$ cat config.mk
export PLATFORM = sky130hd
export DESIGN_NAME = traffic_ctrl
export DESIGN_NICKNAME = d
export VERILOG_FILES = /design/src/rtl/traffic_ctrl_pkg.sv /design/src/rtl/traffic_ctrl_tick_sync.sv /design/src/rtl/traffic_ctrl.sv
export SDC_FILE = /design/constraint.sdc
export NUM_CORES = 1
export LEC_CHECK = 0
export BUFFER_PORTS_ARGS = -buffer_cell sky130_fd_sc_hd__buf_4
export CAP_MARGIN = 20
export CORE_MARGIN = 2
export CORE_UTILIZATION = 55
export DETAILED_ROUTE_END_ITERATION = 8
export PLACE_DENSITY = 0.81
export REMOVE_ABC_BUFFERS = 1
export SYNTH_ARGS = -nofsm -noshare
export SYNTH_HDL_FRONTEND = slang
export SYNTH_SLANG_ARGS = --single-unit
$ cat constraint.sdc
create_clock -name clk -period 5.37 [get_ports clk]
set_clock_uncertainty 0.15 [all_clocks]
set_input_delay 0.2685 -clock clk [delete_from_list [all_inputs] [get_ports clk]]
set_output_delay 0.2685 -clock clk [all_outputs]
set_load 0.005 [all_outputs]
$ cat src/rtl/traffic_ctrl_pkg.sv
// Shared types and constants for the traffic light controller:
// phase encodings, lamp patterns and default phase durations.
package traffic_pkg;

  typedef enum logic [2:0] {
    NS_GREEN  = 3'd0,
    NS_YELLOW = 3'd1,
    RED1      = 3'd2,
    EW_GREEN  = 3'd3,
    EW_YELLOW = 3'd4,
    RED2      = 3'd5
  } state_e;

  // Lamp vectors are ordered {R,Y,G}
  localparam logic [2:0] LAMP_R = 3'b100;
  localparam logic [2:0] LAMP_Y = 3'b010;
  localparam logic [2:0] LAMP_G = 3'b001;

  localparam int GREEN_S_DEF     = 30;
  localparam int YELLOW_S_DEF    = 3;
  localparam int RED_S_DEF       = 2;
  localparam int PED_MIN_S_DEF   = 5;
  localparam int TICKS_PER_S_DEF = 10;

  function automatic state_e nextState(input state_e s);
    case (s)
      NS_GREEN:  return NS_YELLOW;
      NS_YELLOW: return RED1;
      RED1:      return EW_GREEN;
      EW_GREEN:  return EW_YELLOW;
      EW_YELLOW: return RED2;
      default:   return NS_GREEN;
    endcase
  endfunction

endpackage

$ cat src/rtl/traffic_ctrl_tick_sync.sv
// Two-flop synchronizer plus rising-edge detector for a slow asynchronous input.
// The edge detector stays disarmed until the synchronizer holds real input data.
module tick_sync (
  input  logic clk,
  input  logic rst,
  input  logic async_i,
  output logic rise_o
);

  logic       meta_q;
  logic       sync_q;
  logic       prev_q;
  logic [1:0] vld_q;

  // prev_q starts high so a level already high at reset release is not an edge
  always_ff @(posedge clk or posedge rst) begin
    if (rst) begin
      meta_q <= 1'b0;
      sync_q <= 1'b0;
      prev_q <= 1'b1;
      vld_q  <= 2'b00;
    end else begin
      meta_q <= async_i;
      sync_q <= meta_q;
      vld_q  <= {vld_q[0], 1'b1};
      if (vld_q[1]) prev_q <= sync_q;
    end
  end

  assign rise_o = sync_q & ~prev_q;

endmodule

$ cat src/rtl/traffic_ctrl.sv
// Two-way intersection controller with all-red clearance and pedestrian request
// shortening of green; timing is driven by a sampled 100 ms square wave.
module traffic_ctrl
  import traffic_pkg::*;
#(
  parameter int GREEN_S     = GREEN_S_DEF,
  parameter int YELLOW_S    = YELLOW_S_DEF,
  parameter int RED_S       = RED_S_DEF,
  parameter int PED_MIN_S   = PED_MIN_S_DEF,
  parameter int TICKS_PER_S = TICKS_PER_S_DEF
) (
  input  logic       clk,
  input  logic       rst,
  input  logic       clk100ms,
  input  logic       ped_req,
  output logic [2:0] ns_light,
  output logic [2:0] ew_light,
  output logic [7:0] sec_left,
  output logic [2:0] phase
);

  localparam int SUBW = (TICKS_PER_S > 1) ? $clog2(TICKS_PER_S) : 1;
  localparam logic [SUBW-1:0] SUB_LAST = SUBW'(TICKS_PER_S - 1);

  logic            tick;
  logic            pedRise;
  logic            isGreen;

  state_e          state_q,   state_d;
  logic [7:0]      secLeft_q, secLeft_d;
  logic [SUBW-1:0] subtick_q, subtick_d;
  logic            pedPend_q, pedPend_d;
  logic [2:0]      nsLamp_q,  nsLamp_d;
  logic [2:0]      ewLamp_q,  ewLamp_d;

  tick_sync u_tickSync (
    .clk     (clk),
    .rst     (rst),
    .async_i (clk100ms),
    .rise_o  (tick)
  );

  tick_sync u_pedSync (
    .clk     (clk),
    .rst     (rst),
    .async_i (ped_req),
    .rise_o  (pedRise)
  );

  function automatic logic [7:0] durationOf(input state_e s);
    case (s)
      NS_GREEN, EW_GREEN:   return 8'(GREEN_S);
      NS_YELLOW, EW_YELLOW: return 8'(YELLOW_S);
      default:              return 8'(RED_S);
    endcase
  endfunction

  assign isGreen = (state_q == NS_GREEN) || (state_q == EW_GREEN);

  // Pedestrian forcing takes priority over the second countdown on the same tick
  always_comb begin
    state_d   = state_q;
    secLeft_d = secLeft_q;
    subtick_d = subtick_q;
    pedPend_d = pedPend_q | pedRise;
    if (tick) begin
      if (isGreen && pedPend_d && (secLeft_q > 8'(PED_MIN_S))) begin
        secLeft_d = 8'(PED_MIN_S);
        subtick_d = '0;
      end else if (subtick_q == SUB_LAST) begin
        subtick_d = '0;
        if (secLeft_q > 8'd1) begin
          secLeft_d = secLeft_q - 8'd1;
        end else begin
          state_d   = nextState(state_q);
          secLeft_d = durationOf(state_d);
          if (isGreen) pedPend_d = pedRise;
        end
      end else begin
        subtick_d = subtick_q + SUBW'(1);
      end
    end
  end

  always_comb begin
    nsLamp_d = LAMP_R;
    ewLamp_d = LAMP_R;
    case (state_d)
      NS_GREEN:  nsLamp_d = LAMP_G;
      NS_YELLOW: nsLamp_d = LAMP_Y;
      EW_GREEN:  ewLamp_d = LAMP_G;
      EW_YELLOW: ewLamp_d = LAMP_Y;
      default: ;
    endcase
  end

  always_ff @(posedge clk or posedge rst) begin
    if (rst) begin
      state_q   <= NS_GREEN;
      secLeft_q <= 8'(GREEN_S);
      subtick_q <= '0;
      pedPend_q <= 1'b0;
      nsLamp_q  <= LAMP_G;
      ewLamp_q  <= LAMP_R;
    end else begin
      state_q   <= state_d;
      secLeft_q <= secLeft_d;
      subtick_q <= subtick_d;
      pedPend_q <= pedPend_d;
      nsLamp_q  <= nsLamp_d;
      ewLamp_q  <= ewLamp_d;
    end
  end

  assign ns_light = nsLamp_q;
  assign ew_light = ewLamp_q;
  assign sec_left = secLeft_q;
  assign phase    = state_q;

endmodule

==> summary.txt <==
Outcome
  – Run status: finished clean

Setup path
  – Startpoint type of the worst setup path: flip-flop
  – Register-to-Register Setup Slack: 2920 ps
  – Worst reg-to-reg path cell count: 7
  – Reg-to-Reg Start: sec_left[1]
  – Class of the most critical setup path: reg2reg
  – Required time of the critical path: 5480 ps
  – Data arrival time of the critical path: around 2600 ps
  – Kind of cell adding the most delay to the critical path: simple AND/OR/NAND/NOR gates
  – Critical path fanouts, max: 7
  – Slowest cell delay on critical path: around 580 ps
  – Slowest cell on the critical path: sky130_fd_sc_hd__dfstp_2
  – Endpoint of the worst register-to-register path: sec_left[6]
  – Number of buffers and inverters on the critical path: 1
  – CP Cell Sequence: inv_1 -> ha_1 -> nor2_1 -> a2111o_1 -> a31oi_1 -> or3_2 -> a21oi_1
  – CP endpoint kind: flip-flop

Routing
  – Average wire length per cell after detail routing: about 15 microns
  – First-pass iteration count of the detailed router: 7
  – Number of antenna-violating nets in the routed design: 0
  – Total wire length: between 3 and 4 mm
  – Via density per instance: 6.03
  – Count of vias placed by the detailed router: roughly 1,300
  – Number of remaining DRC errors: 0
  – Iter 0 DRT Violations: 79

Clock network
  – Number of buffers inserted by post-CTS setup repair: 0
  – Clk pin slew, worst setup/hold paths: ~90 ps
  – TritonCTS Sinks: 30
  – Master cell of the clock root buffer: sky130_fd_sc_hd__clkbuf_4
  – Clock latency at the later pin of the worst-skew pair: 340 ps
  – H-tree lvl count: 2
  – Total clock buffers created by CTS: 5
  – Number of buffers between clock root and the deepest sink: 2
  – Clock tree from TritonCTS: built

Hold path
  – Hold Crit Endpoint: u_tickSync.sync_q
  – Min-Delay Path Class: reg2reg
  – Instance count along the most critical hold path: 0
  – Worst hold path startpoint: u_tickSync.meta_q

Layout
  – Finished Layout Cells: between 200 and 250
  – Share of post-route cells with drive strength above 1: 27.8%
  – Area growth from synthesis to final layout: 17.3%
  – ANT cells: 0
  – Total Nets Final: roughly 190
  – Area of all placed cells without fillers: around 1800 sq um

Synthesis
  – Portion of synthesized cell area occupied by the leading cell type: 36.0%
  – Adder and majority cell fraction of the synthesized area: ~1.6%
  – Register area share after synthesis: approximately half
  – Register bit total from synthesis: 30
  – Number of flops mapped to enable cells by yosys: 0
  – Largest family of logic cells by synthesized area: simple AND/OR/NAND/NOR gates
  – Number of warnings reported in the yosys synthesis log: 0
  – Unique cell type count in the Yosys netlist: between 40 and 50
  – Synth top cells by count: sky130_fd_sc_hd__dfrtp_1, sky130_fd_sc_hd__o21ai_0, sky130_fd_sc_hd__nand2_1
  – Portion of netlist area occupied by mux cells: 2.87%
  – Most used flip-flop cell after synthesis: sky130_fd_sc_hd__dfrtp_1
  – Xor-xnor portion of the synthesized cell area: less than 1%
  – Cell area after synthesis: around 1500 sq um
  – Dominant cell by count in the synthesized netlist: sky130_fd_sc_hd__dfrtp_1
  – Cell types occupying the most area after synthesis: sky130_fd_sc_hd__dfrtp_1, sky130_fd_sc_hd__dfstp_2, sky130_fd_sc_hd__o21ai_0
  – Simple-gate share of the synthesized area: between 20% and 30%
  – Cell accounting for the most synthesized area: sky130_fd_sc_hd__dfrtp_1
  – Compound-gate portion of the synthesized area: approximately a fifth
  – Post-Syn Instances: about 160
  – Post-synthesis async set-or-reset flop share: 100%
  – Post-synthesis area per instance: ~10 sq um

Placed design
  – RePlAce Congestion: just over 0.9
  – Placed cell areas: around 1700 sq um
  – Post-placement cell count: 199
  – Post-DP HPWL: about 2.2 mm
  – Setup WS pre-CTS: ~3000 ps
  – Total of buffers placed on input and output ports: 20

Global routing
  – Via count of the first global-routing pass: between 1,000 and 1,500
  – Met2 demand-to-capacity share in global routing: approximately a third
  – Pin count of the biggest net entering global routing: 31
  – Gr ovfl total: 0
  – First-pass GRT wire length: ~5.1 mm
  – Overall routing resource usage: between 20% and 30%
  – Met3 Track Usage GR: under 10%
  – Gr busiest metal: met2
  – Global-route met1 utilization: 24.9%
  – Number of antenna violations at the first check in global routing: 0

Pwr
  – PD cells: 422 nW/um^2
  – Maximum vdd ir drop: around 0.26 mV
  – Static leakage: between 0.7 and 0.8 nW

Flow run
  – Total of max-cap violations: 0

Floorplan
  – I/O pin total: 21
  – Initial core utilization: 56.9%
  – Row Count: 19
  – Die Area: about 3200 sq um
  – Placeable core area: 2690 sq um
  – Die extent in x: 56.7 microns
  – Die outline height: roughly 57 microns

STA
  – Final worst setup slack: 2920 ps
  – Number of hold violations in the final report: 0
  – Slew Limit Headroom: 61.6%
  – Period utilization: 45.6%
  – Slew at the pin with the worst max-slew slack: roughly 570 ps
  – RSZ-0062 raised after global routing: no
  – Total of endpoints with negative setup slack in the final report: 0
  – Fmax achieved: just over 0.4 GHz
  – Max-slew violation count: 0
  – Final critical path time including I/O delays and setup: approximately 2400 ps
  – Total negative setup slack: 0 ps
==> power by group <==
group | switching, W | internal, W
logic | 0.000162 | 0.000133
clock network | 0.0000811 | 0.0000628
registers | 0.0000498 | 0.000266
==> area by class of cell <==
cell class	count	area [sq um]
multi-input combinational	112	698
inverter	6	22.5
fill	207	895
clock inverter	2	12.5
clock buffer	6	51.3
sequential	30	761
timing repair buffer	24	208
tap	31	38.8
==> worst reg2reg max path, stage by stage, from the launching register on <==
cell	delay, ps
sky130_fd_sc_hd__dfstp_2	580
sky130_fd_sc_hd__inv_1	80
sky130_fd_sc_hd__ha_1	250
sky130_fd_sc_hd__nor2_1	260
sky130_fd_sc_hd__a2111o_1	230
sky130_fd_sc_hd__a31oi_1	190
sky130_fd_sc_hd__or3_2	470
sky130_fd_sc_hd__a21oi_1	170
==> timing repair <==
item / in CTS / in global routing
hold buffers: 2 / 1
hold endpoints to repair: 2 / 11
resized for setup: 0 / 0
endpoints found under the setup margin: 0 / 0
==> layer usage <==
metal / vias up / part of all wire, %
met1: 599 / 40
met5: - / 0
met3: 5 / 7.4
met4: 0 / 1.3
li1: 609 / -
met2: 59 / 51
==> cells in the final DEF, fill, tap and decap left out, types with 2 or more instances in the layout <==
cell / netlist / final
sky130_fd_sc_hd__a21oi_1: 11 / 11
sky130_fd_sc_hd__buf_4: 1 / 20
sky130_fd_sc_hd__clkbuf_4: 0 / 5
sky130_fd_sc_hd__dfrtp_1: 22 / 22
sky130_fd_sc_hd__dfstp_2: 8 / 8
sky130_fd_sc_hd__dlygate4sd3_1: 0 / 3
sky130_fd_sc_hd__ha_1: 2 / 2
sky130_fd_sc_hd__inv_1: 6 / 6
sky130_fd_sc_hd__mux2_2: 3 / 3
sky130_fd_sc_hd__nand2_1: 15 / 15
sky130_fd_sc_hd__nand2b_1: 2 / 2
sky130_fd_sc_hd__nand3_1: 5 / 5
sky130_fd_sc_hd__nand4_1: 2 / 2
sky130_fd_sc_hd__nand4b_1: 2 / 2
sky130_fd_sc_hd__nor2_1: 10 / 10
sky130_fd_sc_hd__nor3_1: 5 / 5
sky130_fd_sc_hd__nor3_2: 2 / 2
sky130_fd_sc_hd__o21ai_0: 20 / 20
sky130_fd_sc_hd__o22ai_1: 2 / 2
sky130_fd_sc_hd__or3_1: 4 / 4
==> sequential cells by signal, summed over array words and instances, names as in the netlist <==
| signal | count |
|---|---|
| pedPend_q | 1 |
| sec_left | 8 |
| u_tickSync.sync_q | 1 |
| ew_light | 3 |
| u_pedSync.prev_q | 1 |
| u_tickSync.prev_q | 1 |
| u_pedSync.sync_q | 1 |
| ns_light | 3 |
| phase | 3 |
| u_tickSync.meta_q | 1 |
| u_pedSync.vld_q | 2 |
| u_pedSync.meta_q | 1 |
| subtick_q | 4 |
==> metrics by stage <==
| stage | power, W | hold WS, ps | util, % |
|---|---|---|---|
| global placement | 0.000593 | 185 | 62.2 |
| detailed placement | 0.000608 | 190 | 62.2 |
| floorplan | 0.000518 | 150 | - |
| finish | 0.000755 | 212 | 66.7 |
| CTS | 0.000756 | 84.8 | 65.3 |
| global route | 0.000809 | 217 | 66.7 |
==> logic make-up (layout without fill, tap and decap cells) <==
family / after synthesis / after routing
xor+xnor: 1 / 1
other cells: 1 / 1
flops: 30 / 30
mux: 4 / 4
buf+inv: 13 / 38
fa+ha+maj: 2 / 2
compound gates: 46 / 46
simple gates: 58 / 58
==> worst max-delay path by stage <==
stage / start / to / slack [ps] / depth (start not counted)
after CTS: sec_left[1] / sec_left[6] / 2950 / 7
after detailed placement: sec_left[1] / sec_left[6] / 2970 / 7
after global routing: sec_left[1] / sec_left[6] / 2790 / 7
after global placement: sec_left[1] / sec_left[6] / 3150 / 7
final: sec_left[1] / sec_left[6] / 2920 / 7
after floorplan: sec_left[1] / sec_left[6] / 3230 / 7
No activity file was read; power rests on OpenSTA's default activity.
